File: src/rtl/spectro_pkg.sv
// Shared layout constants, FSM state type and linear-index -> {bank, addr} mapping
// for the waterfall RAM; the read-side mapper imports this so both sides agree on layout.
package spectro_pkg;
  localparam int FFT_SIZE       = 256;
  localparam int DATA_WIDTH     = 4;
  localparam int NO_FFTS        = 50;
  localparam int NO_BANKS       = 2;
  localparam int RAM_ADDR_WIDTH = 12;

  localparam int BINS      = FFT_SIZE / 2;
  localparam int BIN_W     = $clog2(BINS);
  localparam int SAMPLE_W  = $clog2(FFT_SIZE);
  localparam int IDX_WIDTH = $clog2(NO_FFTS);
  localparam int LIN_W     = $clog2(NO_BANKS * (2 ** RAM_ADDR_WIDTH));
  localparam int CLEAR_LEN = NO_FFTS * BINS;

  typedef enum logic [2:0] {CLEAR, IDLE, CAPTURE, DISCARD, COMMIT} state_t;

  typedef struct packed {
    logic [NO_BANKS-1:0]       bank;
    logic [RAM_ADDR_WIDTH-1:0] addr;
  } ram_loc_t;

  // Banks are stacked: the bits above the per-bank address select the bank.
  function automatic ram_loc_t lin_to_ram(input logic [LIN_W-1:0] lin);
    ram_loc_t loc;
    loc.addr = lin[RAM_ADDR_WIDTH-1:0];
    for (int b = 0; b < NO_BANKS; b++) begin
      loc.bank[b] = (int'(lin >> RAM_ADDR_WIDTH) == b);
    end
    return loc;
  endfunction
endpackage

File: src/rtl/spectro_addr_map.sv
// Registers a write request: linear RAM index -> one-hot bank + per-bank address,
// giving the one-cycle write latency seen on the RAM port.
module spectro_addr_map
  import spectro_pkg::*;
(
  input  logic                      clk,
  input  logic                      reset_n,
  input  logic                      req,
  input  logic [LIN_W-1:0]          lin,
  input  logic [DATA_WIDTH-1:0]     data,
  output logic                      wr_en,
  output logic [NO_BANKS-1:0]       wr_bank,
  output logic [RAM_ADDR_WIDTH-1:0] wr_addr,
  output logic [DATA_WIDTH-1:0]     wr_data
);
  ram_loc_t loc;

  assign loc = lin_to_ram(lin);

  always_ff @(posedge clk or negedge reset_n) begin
    if (!reset_n) begin
      wr_en   <= 1'b0;
      wr_bank <= '0;
      wr_addr <= '0;
      wr_data <= '0;
    end else begin
      wr_en <= req;
      if (req) begin
        wr_bank <= loc.bank;
        wr_addr <= loc.addr;
        wr_data <= data;
      end
    end
  end
endmodule

File: src/rtl/spectrogram_write_ctrl.sv
// Waterfall RAM write scheduler: post-reset clear sweep, frame capture into the current row,
// row commit. Define SPECTRO_DROP_CNT_EN to add the drop_cnt output.
module spectrogram_write_ctrl
  import spectro_pkg::*;
(
  input  logic                      clk,
  input  logic                      reset_n,
  input  logic                      freeze,
  input  logic                      s_valid,
  output logic                      s_ready,
  input  logic [DATA_WIDTH-1:0]     s_data,
  input  logic                      s_last,
  output logic                      wr_en,
  output logic [NO_BANKS-1:0]       wr_bank,
  output logic [RAM_ADDR_WIDTH-1:0] wr_addr,
  output logic [DATA_WIDTH-1:0]     wr_data,
  output logic [IDX_WIDTH-1:0]      oldest_fft_idx,
  output logic                      frame_err,
  output logic                      clear_done
`ifdef SPECTRO_DROP_CNT_EN
  ,
  output logic [15:0]               drop_cnt
`endif
);
  if (NO_FFTS * BINS > NO_BANKS * (2 ** RAM_ADDR_WIDTH)) begin : g_size_check
    $error("waterfall ring does not fit in the RAM banks");
  end

  state_t              state;
  logic [SAMPLE_W-1:0] sample_cnt;
  logic [LIN_W-1:0]    clear_idx;

  logic                  hs, capturing, is_final, frame_end, short_end, long_end, wr_req;
  logic [SAMPLE_W-1:0]   cur;
  logic [LIN_W-1:0]      wr_lin;
  logic [DATA_WIDTH-1:0] wr_val;

  // A sample transfers on a rising edge where s_valid and s_ready are both high; s_ready is
  // registered and depends only on state, never on s_valid.
  always_comb begin
    hs        = s_valid & s_ready;
    cur       = (state == IDLE) ? '0 : sample_cnt;
    capturing = (state == IDLE) ? !freeze : (state == CAPTURE);
    is_final  = (cur == SAMPLE_W'(FFT_SIZE - 1));
    frame_end = hs & (s_last | is_final);
    short_end = s_last & !is_final;
    long_end  = is_final & !s_last;
    wr_req    = 1'b0;
    wr_lin    = '0;
    wr_val    = '0;
    if (state == CLEAR) begin
      wr_req = 1'b1;
      wr_lin = clear_idx;
    end else if (hs && capturing && !cur[SAMPLE_W-1]) begin
      // Only the lower half (positive-frequency bins) is stored.
      wr_req = 1'b1;
      wr_lin = (LIN_W'(oldest_fft_idx) << BIN_W) + LIN_W'(cur[BIN_W-1:0]);
      wr_val = s_data;
    end
  end

  always_ff @(posedge clk or negedge reset_n) begin
    if (!reset_n) begin
      state          <= CLEAR;
      s_ready        <= 1'b0;
      oldest_fft_idx <= '0;
      frame_err      <= 1'b0;
      clear_done     <= 1'b0;
      sample_cnt     <= '0;
      clear_idx      <= '0;
`ifdef SPECTRO_DROP_CNT_EN
      drop_cnt       <= '0;
`endif
    end else begin
      frame_err <= 1'b0;
      case (state)
        CLEAR: begin
          if (clear_idx == LIN_W'(CLEAR_LEN - 1)) begin
            state      <= IDLE;
            clear_done <= 1'b1;
            s_ready    <= 1'b1;
          end else begin
            clear_idx <= clear_idx + LIN_W'(1);
          end
        end
        IDLE, CAPTURE, DISCARD: begin
          if (hs) begin
            if (frame_end) begin
              sample_cnt <= '0;
              frame_err  <= short_end | long_end;
              // An overlong frame still fills its row, so it is committed; a short one is not.
              if (capturing && !short_end) begin
                state   <= COMMIT;
                s_ready <= 1'b0;
              end else begin
                state <= IDLE;
              end
`ifdef SPECTRO_DROP_CNT_EN
              if ((!capturing || short_end || long_end) && drop_cnt != 16'hFFFF)
                drop_cnt <= drop_cnt + 16'd1;
`endif
            end else begin
              sample_cnt <= cur + SAMPLE_W'(1);
              state      <= capturing ? CAPTURE : DISCARD;
            end
          end
        end
        COMMIT: begin
          oldest_fft_idx <= (oldest_fft_idx == IDX_WIDTH'(NO_FFTS - 1)) ? '0
                                                                         : oldest_fft_idx + IDX_WIDTH'(1);
          state          <= IDLE;
          s_ready        <= 1'b1;
        end
        default: state <= CLEAR;
      endcase
    end
  end

  spectro_addr_map u_addr_map (
    .clk     (clk),
    .reset_n (reset_n),
    .req     (wr_req),
    .lin     (wr_lin),
    .data    (wr_val),
    .wr_en   (wr_en),
    .wr_bank (wr_bank),
    .wr_addr (wr_addr),
    .wr_data (wr_data)
  );
endmodule

File: config.mk
export PLATFORM = sky130hd
export DESIGN_NAME = spectrogram_write_ctrl
export DESIGN_NICKNAME = d
export VERILOG_FILES = /design/src/rtl/spectro_pkg.sv /design/src/rtl/spectro_addr_map.sv /design/src/rtl/spectrogram_write_ctrl.sv
export SDC_FILE = /design/constraint.sdc
export NUM_CORES = 1
export LEC_CHECK = 0
export CELL_PAD_IN_SITES_DETAIL_PLACEMENT = 1
export CELL_PAD_IN_SITES_GLOBAL_PLACEMENT = 1
export CORE_MARGIN = 5
export CORE_UTILIZATION = 43
export DETAILED_ROUTE_END_ITERATION = 10
export PLACE_DENSITY = 0.87
export SLEW_MARGIN = 20
export SYNTH_ARGS = -nofsm -noshare
export SYNTH_HDL_FRONTEND = slang
export SYNTH_SLANG_ARGS = --single-unit
File: constraint.sdc
create_clock -name clk -period 2.98 [get_ports clk]
set_clock_uncertainty 0.05 [all_clocks]
set_input_delay 0.447 -clock clk [delete_from_list [all_inputs] [get_ports clk]]
set_output_delay 0.447 -clock clk [all_outputs]
set_load 0.02 [all_outputs]
==> results <==
[worst register-to-register path, stage by stage, from the launching register on]
cell and delay (ns):
dfrtp_1 0.40, nor3b_4 0.19, nor2b_1 0.21, ha_1 0.28, nand3_1 0.10, nor2_1 0.18, nand3_1 0.14, ha_1 0.37
nand2b_1 0.22, a211o_1 0.26, o311ai_0 0.12
[worst paths after layout]
path / from / end / slack [ns]
min in group clk: u_addr_map.wr_addr[1] / u_addr_map.wr_addr[1] / 0.43
min: reset_n / u_addr_map.wr_data[0] / 0.04
min reg2reg: u_addr_map.wr_addr[1] / u_addr_map.wr_addr[1] / 0.43
max: state[0] / state[0] / 0.32
max reg2reg: state[0] / state[0] / 0.32
max in group asynchronous: reset_n / sample_cnt[2] / 2.03
[layer usage]
layer	wire, um	GRT usage, %	vias to the layer above
li1	-	-	993
met1	3020	24.3	1137
met2	3610	35.2	44
met3	302	4.06	5
met4	52	4.19	0
met5	0	0	-
[power groups by stage]
stage / sequential [mW] / combinational [mW] / clock (mW)
2_1_floorplan: 0.719 / 0.00702 / 0
3_3_place_gp: 0.719 / 0.0356 / 0
3_5_place_dp: 0.719 / 0.0365 / 0
4_1_cts: 0.705 / 0.0367 / 0.580
5_1_grt: 0.705 / 0.0400 / 0.612
6_report: 0.705 / 0.0354 / 0.571
[cell type report]
cell class	count	area [um^2]	area share, %
multi-input cells	182	1300	39.9
clock inverters	2	60.1	1.84
well taps	75	93.8	2.88
repair buffers	43	408	12.5
inverters	7	26.3	0.807
clock buffers	5	68.8	2.11
flip-flops and latches	52	1300	40.0
[placed cells by master, fill, tap and decap left out, drive strengths merged, types with 2 or more instances in the layout]
| cell type | synthesis | routed |
|---|---|---|
| a31oi | 5 | 5 |
| o41ai | 2 | 2 |
| nor3 | 8 | 8 |
| nand4 | 4 | 4 |
| xor2 | 5 | 5 |
| nand3 | 13 | 13 |
| o311ai | 2 | 2 |
| and3 | 2 | 2 |
| a21o | 12 | 12 |
| clkdlybuf4s50 | 0 | 35 |
| or2 | 3 | 3 |
| nand4b | 2 | 2 |
| inv | 7 | 7 |
| a2bb2oi | 2 | 2 |
| dfrtp | 52 | 52 |
| o21ai | 13 | 13 |
| nor4b | 2 | 2 |
| nand2b | 3 | 3 |
| mux2 | 3 | 3 |
| nand2 | 24 | 24 |
| a21oi | 6 | 6 |
| buf | 8 | 8 |
| bufinv | 0 | 2 |
| nor3b | 5 | 5 |
| nor2b | 3 | 3 |
| clkbuf | 3 | 5 |
| or3 | 2 | 2 |
| nor2 | 17 | 17 |
| a22o | 15 | 15 |
| or3b | 2 | 2 |
| ha | 6 | 6 |
| xnor2 | 6 | 6 |
[cells by family (layout without fill, tap and decap cells)]
logic type      count (synthesis)  in the layout
mux                             4              4
simple gates                   96             96
fa+ha+maj                       6              6
buf+inv                        18             57
xor+xnor                       11             11
flops                          52             52
compound gates                 65             65
[through the flow]
stage | cells | power, mW | hold WS [ns]
floorplan | 252 | 0.726 | 0.101
global placement | 359 | 0.755 | 0.393
finish | 366 | 1.31 | 0.0391
global route | 366 | 1.36 | 0.0693
CTS | 366 | 1.32 | 0.0604
detailed placement | 359 | 0.755 | 0.399
[registers in the layout, indices dropped and copies added (netlist names)]
| name | flops |
|---|---|
| u_addr_map.wr_addr | 12 |
| u_addr_map.wr_bank | 2 |
| sample_cnt | 8 |
| u_addr_map.wr_en | 1 |
| frame_err | 1 |
| s_ready | 1 |
| clear_idx | 13 |
| clear_done | 1 |
| state | 3 |
| u_addr_map.wr_data | 4 |
| oldest_fft_idx | 6 |
==> impl_metrics.tcl <==
set metrics [dict create \
    outcome "finished clean" \
    path_depth 10 \
    clk_pin_slew_worst_paths_ns 0.10 \
    grt_pass1_wl_um 11900 \
    fin_area_um2 3260 \
    clkPwrFrac_pct 43.5 \
    nets 306 \
    placed_area_um2 3130 \
    synth_cell_types 58 \
    path_cells "nor3b_4, nor2b_1, ha_1, nand3_1, nor2_1, nand3_1, ha_1, nand2b_1, a211o_1, o311ai_0" \
    routedWlPerCell_um 19.1 \
    synth_top_area_share_pct 48.4 \
    synth_warnings 0 \
    num-fill-cells 660 \
    cp_max_fo 14 \
    io_buffers 36 \
    cts_buffers 5 \
    cts_max_level 2 \
    core_um2 5990 \
    p_int_mw 1.05 \
    synth_ff_type "dfrtp_1" \
    comb_power_share_pct 2.7 \
    clkSinkCount 52 \
    ios 37 \
    cts_buffer_depth 2 \
    cpPeakStageDelay_ns 0.40 \
    rsz0062_at_grt "no" \
    crit_required_ns 3.11 \
    fp.dieH_um 89.1 \
    seq_area_frac_synth_pct 48.4 \
    syn_avg_cell_area_um2 10.7 \
    fmax_mhz 377 \
    async_reset_ff_share_pct 100 \
    slew_headroom_pct 57.0 \
    synth_nets 267 \
    drc 0 \
    finalHoldViolations 0 \
    post-route-util_pct 54.3 \
    synth.most_common_cell "dfrtp_1" \
    worst_r2r_path_depth 10 \
    min_period_over_period_pct 89.1 \
    cap_viol_max_count 0 \
    seqPwrFrac_pct 53.8 \
    power.density_nw_per_um2 403 \
    drive_gt1_share_pct 12.4 \
    synth-edff-count 0 \
    leakage_nw 1.53 \
    cp_slowest_cell "dfrtp_1" \
    worst_hold_path_type "in2async" \
    overflow 0 \
    drt_iter0_markers 63 \
    totalWireLength_um 6990 \
    ys_top_cells_by_count "52 x dfrtp_1, 23 x nand2_1, 16 x nor2_1" \
    die_w_um 89.1 \
    tightest_slew_ns 0.640 \
    area_growth_pct 21.1 \
    cts_setup_buffers 0 \
    ctsHoldBuffers 0 \
    cts_resized 0 \
    dieArea_um2 7930 \
    synth_top_family_by_area "simple AND/OR/NAND/NOR gates" \
    antenna_cells 0 \
    antenna_found_initial 0 \
    ir_drop_mv 0.210 \
    synth_cells 252 \
    grtUsageTotal_pct 19.6 \
    dp_hpwl_um 5190 \
    synthAdderAreaFrac_pct 2.79 \
    fin_ws_ns 0.325 \
    cts_tree "yes" \
    setup_viol 0 \
    start_util_pct 44.9 \
    path_class "reg2reg" \
    final_antenna_net_count 0 \
    grt_max_degree 33 \
    critical_path.top_delay_family "simple AND/OR/NAND/NOR gates" \
    min_period_ns 2.66 \
    dr_total_vias 2179 \
    endpoint_kind "flip-flop" \
    yosys.area.top_type "dfrtp_1" \
    ys_ff_latch 52 \
    rows 28 \
    power_switching_mw 0.263 \
    syn_area_um2 2690 \
    synthTopCellsByArea "dfrtp_1 48%, a22o_1 4.6%, a21o_1 3.4%, nand2_1 3.2%, ha_1 2.8%" \
    netSwitchingFraction_pct 20.1 \
    worst_setup_path_start_kind "flip-flop" \
    dp_slack_ns 0.368 \
    synth.area.mux_share_pct 1.63 \
    cp.buffers_inverters 0 \
    dr.pass1.iters 4 \
    viasPerCell 5.95 \
    synth_xor_area_share_pct 3.58 \
    final-max-slew-violation-count 0 \
    cts_root_buf "clkbuf_8" \
    arrival_ns 2.79 \
    grt_pass1_vias 2313 \
    synth_compound_area_share_pct 18.6 \
    finalWeightedCongestion 0.827 \
    synthSimpleGateAreaFrac_pct 21.6 \
    clk_latency_ns 0.31 \
    finalSetupTns_ns 0 \
]
(Power assumes the default switching activity.)
==> RTL change: new RTL, same flow settings <==
The option `SPECTRO_DROP_CNT_EN` is turned on by a define.
--- a/src/rtl/spectrogram_write_ctrl.sv
+++ b/src/rtl/spectrogram_write_ctrl.sv
@@ -2,2 +2,4 @@
 // row commit. Define SPECTRO_DROP_CNT_EN to add the drop_cnt output.
+`define SPECTRO_DROP_CNT_EN
+
 module spectrogram_write_ctrl
Function (old outputs only; new: drop_cnt): kept (Yosys induction, for registers that start in step).
==> RTL change against the original RTL <==
Design area rose by 31%. First-iteration DRC count rose to 2.6 times the old value. Largest cell class unchanged. Count of clock-buffer cells in the layout rose by 4. Routed wire length rose by 32%. Sequential cell count rose by 16. Critical path depth rose by 3. Highest routed layer unchanged. Synthesized area rose by 23%. Setup slack got worse by 0.25 ns. Worst hold slack improved by 0.069 ns. Cell count rose by 34%.
Power is not compared: it rests on default switching activity, and its combinational part moved more than twofold at a synthesized area within 25%.
==> RTL change: results (changes against the original RTL) <==
INFO  metric pin_count_of_the_biggest_net_entering_global_routing = 36 (was 33)
INFO  metric ranking_of_synthesized_cells_by_instance_count = 68 x sky130_fd_sc_hd__dfrtp_1, 36 x sky130_fd_sc_hd__nand2_1, 24 x sky130_fd_sc_hd__nor2_1, 20 x sky130_fd_sc_hd__inv_1 (was 52 x sky130_fd_sc_hd__dfrtp_1, 23 x sky130_fd_sc_hd__nand2_1, 16 x sky130_fd_sc_hd__nor2_1, 14 x sky130_fd_sc_hd__a22o_1)
INFO  metric htree_num_levels = 3 (was 2)
INFO  metric hpwlAfterDp = 6260 um (was 5190 um)
INFO  metric grt_first_pass_wirelength = 15300 um (was 11900 um)
INFO  metric crit_path_max_fanout = 6 (was 14)
INFO  metric layout_top_registers = drop_cnt x16, clear_idx x13, u_addr_map.wr_addr x12 (was clear_idx x13, u_addr_map.wr_addr x12, sample_cnt x8)
INFO  metric timing.rr.end = drop_cnt[10] (was state[0])
INFO  metric result_of_the_run = finished clean (unchanged)
INFO  metric cell_area_after_placement = 4010 um^2 (was 3130 um^2)
INFO  metric unique_cell_type_count_in_the_yosys_netlist = 52 (was 58)
INFO  metric number_of_clock_buffers_inserted_by_tritoncts = 9 (was 5)
INFO  metric drtIter0Drc = 163 (was 63)
INFO  metric area.sequential = 1700 um^2 (was 1300 um^2)
INFO  metric post_synth_main_area_contributors = sky130_fd_sc_hd__dfrtp_1 52%, sky130_fd_sc_hd__nand2_1 4.1%, sky130_fd_sc_hd__xnor2_1 4.0% (was sky130_fd_sc_hd__dfrtp_1 48%, sky130_fd_sc_hd__a22o_1 4.6%, sky130_fd_sc_hd__a21o_1 3.4%)
INFO  metric layout.nets = 400 (was 306)
INFO  metric grt_pass1_vias = 2963 (was 2313)
INFO  metric fill_cells = 858 (was 660)
INFO  metric worst_pin_slew = 0.789 ns (was 0.640 ns)
INFO  metric route.layer.met1.wl = 3920 um (was 3020 um)
INFO  metric route.detailed.vias_per_inst = 5.72 (was 5.95)
INFO  metric met2_length = 4630 um (was 3610 um)
INFO  metric timing.critical_path.arrival = 3.11 ns (was 2.79 ns)
INFO  metric regToRegSetupSlack = 0.07 ns (was 0.32 ns)
INFO  metric clock_latency = 0.36 ns (was 0.31 ns)
INFO  metric path_clk_slew = 0.08 ns (was 0.10 ns)
INFO  metric track_usage = 19.9% (was 19.6%)
INFO  metric post_route_cells_drive_above_1_share = 14.2% (was 12.4%)
-- RTL change: worst max path at each step --
stage | depth (start not counted) | slack [ns] | endpoint | from
6_report | 13 | 0.07 | drop_cnt[10] | state[1]
5_1_grt | 13 | -0.03 | drop_cnt[10] | state[1]
4_1_cts | 13 | 0.01 | drop_cnt[10] | state[1]
3_5_place_dp | 13 | 0.03 | drop_cnt[10] | state[1]
3_3_place_gp | 13 | 0.11 | drop_cnt[10] | state[1]
2_1_floorplan | 16 | -0.09 | drop_cnt[10] | state[1]
-- RTL change: per-stage QoR --
step	TNS [ns]	cells
after floorplan	-0.0876	323
after global placement	0	474
after detailed placement	0	474
after CTS	0	490
after global routing	-0.0263	490
final	0	490
-- RTL change: cell type report --
class	count	share of cell area (%)
multi-input combinational	222	35.5
clock inverter	7	2.87
timing repair buffer	62	14.1
sequential	68	39.8
inverter	20	1.76
clock buffer	9	2.90
tap	102	2.99
-- RTL change: power by group through the flow --
stage / Clock, mW / Sequential, mW / Combinational (mW)
3_5_place_dp: 0 / 1.35 / 1.25
5_1_grt: 1.00 / 1.36 / 1.38
6_report: 0.954 / 1.34 / 1.27
2_1_floorplan: 0 / 1.45 / 0.639
4_1_cts: 0.962 / 1.34 / 1.28
3_3_place_gp: 0 / 1.34 / 1.19
-- RTL change: cell families after synthesis --
family          after synthesis  synth area share, %
simple gates                128                 20.4
flops                        68                 51.6
fa+ha+maj                     8                 3.04
xor+xnor                     29                 7.70
mux                           3                 1.14
compound gates               54                 12.1
buf+inv                      33                 4.02
-- RTL change: critical path, stage by stage (launching register included) --
cell and delay [ns]:
sky130_fd_sc_hd__dfrtp_1 0.38, sky130_fd_sc_hd__or3b_1 0.42, sky130_fd_sc_hd__and2_4 0.20, sky130_fd_sc_hd__ha_4 0.17, sky130_fd_sc_hd__and3_4 0.18, sky130_fd_sc_hd__and4_4 0.15
sky130_fd_sc_hd__nand3_2 0.09, sky130_fd_sc_hd__inv_1 0.05, sky130_fd_sc_hd__ha_2 0.17, sky130_fd_sc_hd__nor3_2 0.21, sky130_fd_sc_hd__o21ai_2 0.11, sky130_fd_sc_hd__and3_4 0.23
sky130_fd_sc_hd__nand3_2 0.08, sky130_fd_sc_hd__mux2_4 0.30
-- RTL change: repair_timing --
action / 4_1_cts / 5_1_grt
endpoints found under the setup margin: 1 / 2
gates cloned: 0 / 0
gates resized for setup: 1 / 3
-- RTL change: routing by layer --
| metal | vias up | global-route usage [%] |
|---|---|---|
| li1 | 1261 | - |
| met1 | 1433 | 24.6 |
| met2 | 87 | 33.3 |
| met3 | 22 | 3.73 |
| met4 | 0 | 9.58 |
| met5 | - | 0 |
